--- src/rtl/muldiv_pkg.sv ---
// rtl/muldiv_pkg.sv - shared types and mux encodings for the multiply/divide sequencer
package muldiv_pkg;

    typedef enum logic {
        OP_MULT = 1'b0,
        OP_DIV  = 1'b1
    } op_e;

    typedef enum logic [2:0] {
        IDLE  = 3'd0,
        START = 3'd1,
        WAIT  = 3'd2,
        WRITE = 3'd3,
        EXC   = 3'd4
    } state_e;

    localparam logic HILO_SEL_MULT = 1'b0;
    localparam logic HILO_SEL_DIV  = 1'b1;

    // HI/LO mux select that routes the result of the given unit
    function automatic logic hiloSelFor(input op_e op);
        return (op == OP_DIV) ? HILO_SEL_DIV : HILO_SEL_MULT;
    endfunction

endpackage

--- src/rtl/muldiv_watchdog.sv ---
// rtl/muldiv_watchdog.sv - WAIT-state cycle counter with expiry compare
module muldiv_watchdog #(
    parameter int TIMEOUT_CYCLES = 64,
    parameter int CNT_W          = 7
) (
    input  logic clock,
    input  logic reset,
    input  logic clear,
    input  logic inc,
    output logic expire
);
    import muldiv_pkg::*;

    logic [CNT_W-1:0] count;

    // Count WAIT cycles; restarted while the selected unit is being started
    always_ff @(posedge clock) begin
        if (reset || clear) begin
            count <= '0;
        end else if (inc) begin
            count <= count + 1'b1;
        end
    end

    // Fires during the last permitted WAIT cycle so the abort follows it directly
    assign expire = inc && (count == CNT_W'(TIMEOUT_CYCLES - 1));

endmodule

--- src/rtl/muldiv_sequencer.sv ---
// rtl/muldiv_sequencer.sv - MULT/DIV request sequencer driving unit starts and HI/LO writes; optional watchdog under MULDIV_TIMEOUT_EN
module muldiv_sequencer
    import muldiv_pkg::*;
#(
    parameter int TIMEOUT_CYCLES = 64,
    parameter int CNT_W          = 7
) (
    input  logic clock,
    input  logic reset,
    input  logic req_valid,
    input  logic req_op,
    output logic req_ready,
    output logic mult_start,
    input  logic mult_done,
    output logic div_start,
    input  logic div_done,
    input  logic div_by_zero,
    output logic hi_sel,
    output logic lo_sel,
    output logic hi_write,
    output logic lo_write,
    output logic busy,
    output logic op_done,
    output logic div_zero_exc,
    output logic timeout_err
);

    if (2 ** CNT_W <= TIMEOUT_CYCLES) begin : g_badCntW
        $error("muldiv_sequencer: CNT_W too narrow for TIMEOUT_CYCLES");
    end

    state_e state;
    op_e    opLatch;
    logic   selDone;

    // Only the unit that was started may complete the operation
    assign selDone = (opLatch == OP_DIV) ? div_done : mult_done;

`ifdef MULDIV_TIMEOUT_EN
    logic wdExpire;

    muldiv_watchdog #(
        .TIMEOUT_CYCLES(TIMEOUT_CYCLES),
        .CNT_W         (CNT_W)
    ) u_watchdog (
        .clock (clock),
        .reset (reset),
        .clear (state == START),
        .inc   (state == WAIT),
        .expire(wdExpire)
    );
`else
    assign timeout_err = 1'b0;
`endif

    // Control FSM; every output is registered alongside the state it belongs to
    always_ff @(posedge clock) begin
        if (reset) begin
            state        <= IDLE;
            opLatch      <= OP_MULT;
            req_ready    <= 1'b1;
            busy         <= 1'b0;
            mult_start   <= 1'b0;
            div_start    <= 1'b0;
            hi_sel       <= HILO_SEL_MULT;
            lo_sel       <= HILO_SEL_MULT;
            hi_write     <= 1'b0;
            lo_write     <= 1'b0;
            op_done      <= 1'b0;
            div_zero_exc <= 1'b0;
`ifdef MULDIV_TIMEOUT_EN
            timeout_err  <= 1'b0;
`endif
        end else begin
            mult_start   <= 1'b0;
            div_start    <= 1'b0;
            hi_write     <= 1'b0;
            lo_write     <= 1'b0;
            op_done      <= 1'b0;
            div_zero_exc <= 1'b0;
`ifdef MULDIV_TIMEOUT_EN
            timeout_err  <= 1'b0;
`endif
            case (state)
                IDLE: begin
                    if (req_valid) begin
                        state      <= START;
                        opLatch    <= op_e'(req_op);
                        req_ready  <= 1'b0;
                        busy       <= 1'b1;
                        mult_start <= (op_e'(req_op) == OP_MULT);
                        div_start  <= (op_e'(req_op) == OP_DIV);
                        hi_sel     <= hiloSelFor(op_e'(req_op));
                        lo_sel     <= hiloSelFor(op_e'(req_op));
                    end
                end
                START: begin
                    state <= WAIT;
                end
                WAIT: begin
                    if (opLatch == OP_DIV && div_by_zero) begin
                        state        <= EXC;
                        div_zero_exc <= 1'b1;
                    end else if (selDone) begin
                        state    <= WRITE;
                        hi_write <= 1'b1;
                        lo_write <= 1'b1;
                        op_done  <= 1'b1;
`ifdef MULDIV_TIMEOUT_EN
                    end else if (wdExpire) begin
                        state       <= EXC;
                        timeout_err <= 1'b1;
`endif
                    end
                end
                default: begin
                    state     <= IDLE;
                    req_ready <= 1'b1;
                    busy      <= 1'b0;
                    hi_sel    <= HILO_SEL_MULT;
                    lo_sel    <= HILO_SEL_MULT;
                end
            endcase
        end
    end

endmodule
--- config.mk ---
export PLATFORM = sky130hd
export DESIGN_NAME = muldiv_sequencer
export DESIGN_NICKNAME = d
export VERILOG_FILES = /design/src/rtl/muldiv_pkg.sv /design/src/rtl/muldiv_watchdog.sv /design/src/rtl/muldiv_sequencer.sv
export SDC_FILE = /design/constraint.sdc
export NUM_CORES = 1
export LEC_CHECK = 0
export BUFFER_PORTS_ARGS = -buffer_cell sky130_fd_sc_hd__buf_2
export CORE_AREA = 3 3 40 42
export DETAILED_ROUTE_END_ITERATION = 10
export DIE_AREA = 0 0 43 45
export GPL_ROUTABILITY_DRIVEN = 0
export HOLD_SLACK_MARGIN = 0.1
export SYNTH_ARGS = -nofsm -noshare
export SYNTH_HDL_FRONTEND = slang
export SYNTH_HIERARCHICAL = 1
export SYNTH_SLANG_ARGS = --single-unit
--- constraint.sdc ---
create_clock -name clock -period 1.4 [get_ports clock]
set_input_delay 0.07 -clock clock [delete_from_list [all_inputs] [get_ports clock]]
set_output_delay 0.07 -clock clock [all_outputs]
set_load 0.01 [all_outputs]
== After elaboration in Yosys (flattened, before gate mapping) ==
Cells that the tools add are included.

* Word-level logic and storage cells: 41
* Output and inout bits: 11
* Register bits after elaboration: 11

* Mux-type cells: 14
* Reductions and logical operators: 9
* Equality and inequality tests: 4
* Bitwise logic cells: 5

{| class="wikitable"
|+ Operators by type and width
! cell !! count
|-
| $mux 3 || 3
|-
| $pmux 3 s3 || 1
|-
| $mux 1 || 7
|-
| $pmux 1 s2 || 3
|-
| $reduce_and 2->1 || 3
|-
| $reduce_or 3->1 || 2
|-
| $not 1->1 || 5
|-
| $reduce_or 2->1 || 2
|-
| $eq 3x1->1 const B || 1
|-
| $eq 3x2->1 const B || 1
|-
| $logic_not 3->1 || 1
|-
| $ne 3x3->1 const B || 1
|-
| $ne 2x2->1 const B || 1
|-
| $logic_and 1x1->1 || 1
|}

== Longest topological paths before layout ==
* Word-level depth: 4
* Gate-level depth with buffers: 4
* Mapped depth without buffers: 3

== Worst setup path before layout ==
OpenSTA, ideal clock, no wires.

* Path type: reg2reg
* Start point: reg state[2]
* End point: reg req_ready
* Library setup time: 0.119 ns
* Arrival time: 0.794 ns
* Buffers on the path: 0
* Slack: 0.487 ns
* Stages on the path, launching flop included: 3
* Data required time: 1.281 ns
* Clock period less this slack: 0.913 ns
* Cell sequence: dfxtp_1 -> or2_2 -> o21bai_1

* Cells in the longest elaborated chain, start to end: 4
* Elaborated cells between the ends (all ways): 8
* Classes of those cells: 3 x eq/ne; 1 x mux; 1 x bitwise; 3 x reduce/logical

{| class="wikitable"
|+ Ends and longest elaborated chain
! what !! RTL line !! source
|-
| start, declared || muldiv_sequencer.sv:32 || <nowiki>state_e state;</nowiki>
|-
| start signal, assigned || muldiv_sequencer.sv:59 || <nowiki>state <= IDLE;</nowiki>
|-
| start signal, assigned || muldiv_sequencer.sv:87 || <nowiki>state <= START;</nowiki>
|-
| start signal, assigned || muldiv_sequencer.sv:98 || <nowiki>state <= WAIT;</nowiki>
|-
| $eq 3x2->1 / $eq 3x1->1 (equally long branches) || muldiv_sequencer.sv:84 || <nowiki>case (state)</nowiki>
|-
| $reduce_or 2->1 (no line) || n/a ||
|-
| $not 1->1 (no line) || n/a ||
|-
| $reduce_and 2->1 (no line) || n/a ||
|-
| end signal, assigned || muldiv_sequencer.sv:61 || <nowiki>req_ready <= 1'b1;</nowiki>
|-
| end signal, assigned || muldiv_sequencer.sv:89 || <nowiki>req_ready <= 1'b0;</nowiki>
|-
| end signal, assigned || muldiv_sequencer.sv:118 || <nowiki>req_ready <= 1'b1;</nowiki>
|-
| end, declared || muldiv_sequencer.sv:12 || <nowiki>output logic req_ready,</nowiki>
|}

Parallel ways exist; a longest one is shown, timed or not.
A chain may end at the register's enable or synchronous reset.

==> impl_metrics.env <==
export IMPL_status="complete, no violations"
export IMPL_finalCriticalPeriod_ns=1.05
export IMPL_dieArea_um2=1940
export IMPL_multi_input_area_um2=196
export IMPL_ys_types=19
export IMPL_whs_path_depth=3
export IMPL_arrival_ns=1.22
export IMPL_clockBufferDepth=2
export IMPL_synth_async_reset_ratio_pct=0
export IMPL_fin_tns_setup_ns=0
export IMPL_leakage_nw=0.259
export IMPL_grt_max_degree=11
export IMPL_first_pass_iters=2
export IMPL_routedWlPerCell_um=9.51
export IMPL_start_util_pct=35.6
export IMPL_rr_worst_depth=3
export IMPL_hold_viol_final=0
export IMPL_min_to="div_zero_exc"
export IMPL_grtUsageTotal_pct=9.70
export IMPL_hp_start="div_by_zero"
export IMPL_root_buffer="clkbuf_4"
export IMPL_final_area_um2=572
export IMPL_powerDensity_nw_per_um2=1180
export IMPL_area_growth_pct=24.9
export IMPL_layout_worst_path_cycle_share_pct=75.3
export IMPL_route_detailed_drc=0
export IMPL_grt_pass1_wl_um=1280
export IMPL_yosys_warnings=6
export IMPL_peakVddDrop_mv=0.368
export IMPL_die_h_um=45
export IMPL_routed_wl_um=780
export IMPL_ys_ff_latch=11
export IMPL_drive_gt1_share_pct=31.3
export IMPL_overflow=0
export IMPL_clkSinkCount=11
export IMPL_routed_via_density=4.65
export IMPL_ant_nets=0
export IMPL_reg2reg_from="state[0]"
export IMPL_synth_common_cells="dfxtp_1, nor2_1, a21oi_1, buf_4, nand3b_1"
export IMPL_clkLatencyLatePin_ns=0.27
export IMPL_yosysMostFrequentCell="dfxtp_1"
export IMPL_cts_tree="built"
export IMPL_fmax_mhz=949
export IMPL_critPathKind="in -> reg"
export IMPL_drtIter0Drc=9
export IMPL_syn_nets=56
export IMPL_end_kind="flop"
export IMPL_r2r_slack_ns=0.41
export IMPL_yosysTopAreaCell="dfxtp_1"
export IMPL_diodes=0
export IMPL_die_x_um=43
export IMPL_place_area_um2=515
export IMPL_power_total_w=0.000676
export IMPL_cp_required_ns=1.56
export IMPL_syn_avg_cell_area_um2=9.35
export IMPL_synth_top_area_share_pct=48.1
export IMPL_maxSlewViolCount=0
export IMPL_syn_area_um2=458
export IMPL_synth_ff_type="dfxtp_1"
export IMPL_cp_max_fo=4
export IMPL_synth_edf_count=0
export IMPL_yosys_top_cells_area="dfxtp_1, buf_4, nand3b_1, nor2_1, a21oi_1"
export IMPL_yosysSeqAreaShare_pct=48.1
export IMPL_syn_inst=49
export IMPL_antenna_found_initial=0
export IMPL_rows=13
export IMPL_htreeDepth=1
export IMPL_core_region_area_um2=1280
export IMPL_drv_cap=0
export IMPL_io_pin_count=18
export IMPL_setup_slack_ns=0.346
export IMPL_startpoint_type="input pin"
export IMPL_grt_setup_unrepaired="false"
export IMPL_reg2reg_to="state[0]"
export IMPL_fillers=126
export IMPL_numCtsBuffers=3
export IMPL_finalSetupViolCount=0
export IMPL_cts_reportedPaths_clkPinSlew_ns=0.07
export IMPL_dp_hpwl_um=595
export IMPL_fin_nets=75
export IMPL_cts_repair_resized=0
export IMPL_grt_pass1_vias=310
export IMPL_via_count=381
export IMPL_dp_slack_ns=0.417
export IMPL_hold_class="in -> reg"
export IMPL_finClkSkew_ns=0.00295
export IMPL_port_buffers=16
export IMPL_ff_latch_area_um2=220
-- worst max-delay path by stage --
stage,startpoint,end,cells after the start
4_1_cts,reset,req_ready,4
3_5_place_dp,state[0],state[0],3
2_1_floorplan,state[2],req_ready,2
6_report,reset,req_ready,4
5_1_grt,state[0],state[0],3
3_3_place_gp,state[0],state[0],3
-- report_power, final --
part | switching [W] | internal (W)
combinational | 0.0000473 | 0.0000541
sequential | 0.0000225 | 0.000335
clock | 0.000107 | 0.000110
total | 0.000177 | 0.000499
-- metal layers --
metal  global-route usage (%)  up-vias  share of wire, %
li1                         -      196                 -
met1                     10.2      171                43
met2                     14.1       10                46
met3                     2.39        4               5.1
met4                     12.7        0               5.4
met5                        0        -                 0
-- cell usage in the layout, fill, tap and decap left out --
master,Yosys,routed
buf_2,0,16
dfxtp_1,11,11
nor2_1,6,6
a21oi_1,4,4
nand3b_1,4,4
nand2_1,3,3
nand2b_1,3,3
clkbuf_4,0,3
dlygate4sd3_1,0,3
o21bai_1,2,2
nor2b_1,2,2
nor3_4,1,1
or2_2,1,1
and3_1,1,1
a31oi_1,1,1
mux2i_1,1,1
nand3_1,1,1
o31ai_1,1,1
o21ai_1,1,1
conb_1,1,1
clkbuf_1,0,1
-- through the flow --
stage               instances  util [%]  hold WS [ns]
floorplan                  49         -         0.139
global placement           75      40.1         0.279
detailed placement         75      40.1         0.275
CTS                        82      44.5         0.101
global route               82      44.5         0.105
finish                     82      44.5        0.0968
-- cell families (layout without fill, tap and decap cells) --
logic type	after synthesis	after routing	synth area share, %
AO/OA/AOI/OAI	9	9	11.7
flip-flops	11	11	48.1
AND/OR/NAND/NOR	22	22	28.1
other	1	1	0.819
buffers and inverters	5	23	9.02
multiplexers	1	1	2.19
-- worst max-delay path, stage by stage --
cell	delay, ns
dlygate4sd3_1	0.53
buf_2	0.15
or2_2	0.31
o21bai_1	0.16
-- state kept, by name (all words and copies together) (netlist names) --
| register | cells |
|---|---|
| opLatch | 1 |
| mult_start | 1 |
| state | 3 |
| op_done | 1 |
| div_zero_exc | 1 |
| lo_sel | 1 |
| busy | 1 |
| req_ready | 1 |
| div_start | 1 |
-- area by class of cell --
type	count	share of cell area [%]
flip-flops and latches	11	38.5
multi-input cells	33	34.4
repair buffers	19	19.3
clock buffers	4	4.60
well taps	15	3.28
-- repair_timing --
action	4_1_cts	5_1_grt
hold buffers	3	0
buffers inserted	0	0
endpoints found under the hold margin	6	0
Note: power is estimated with default switching activity, not from simulation.
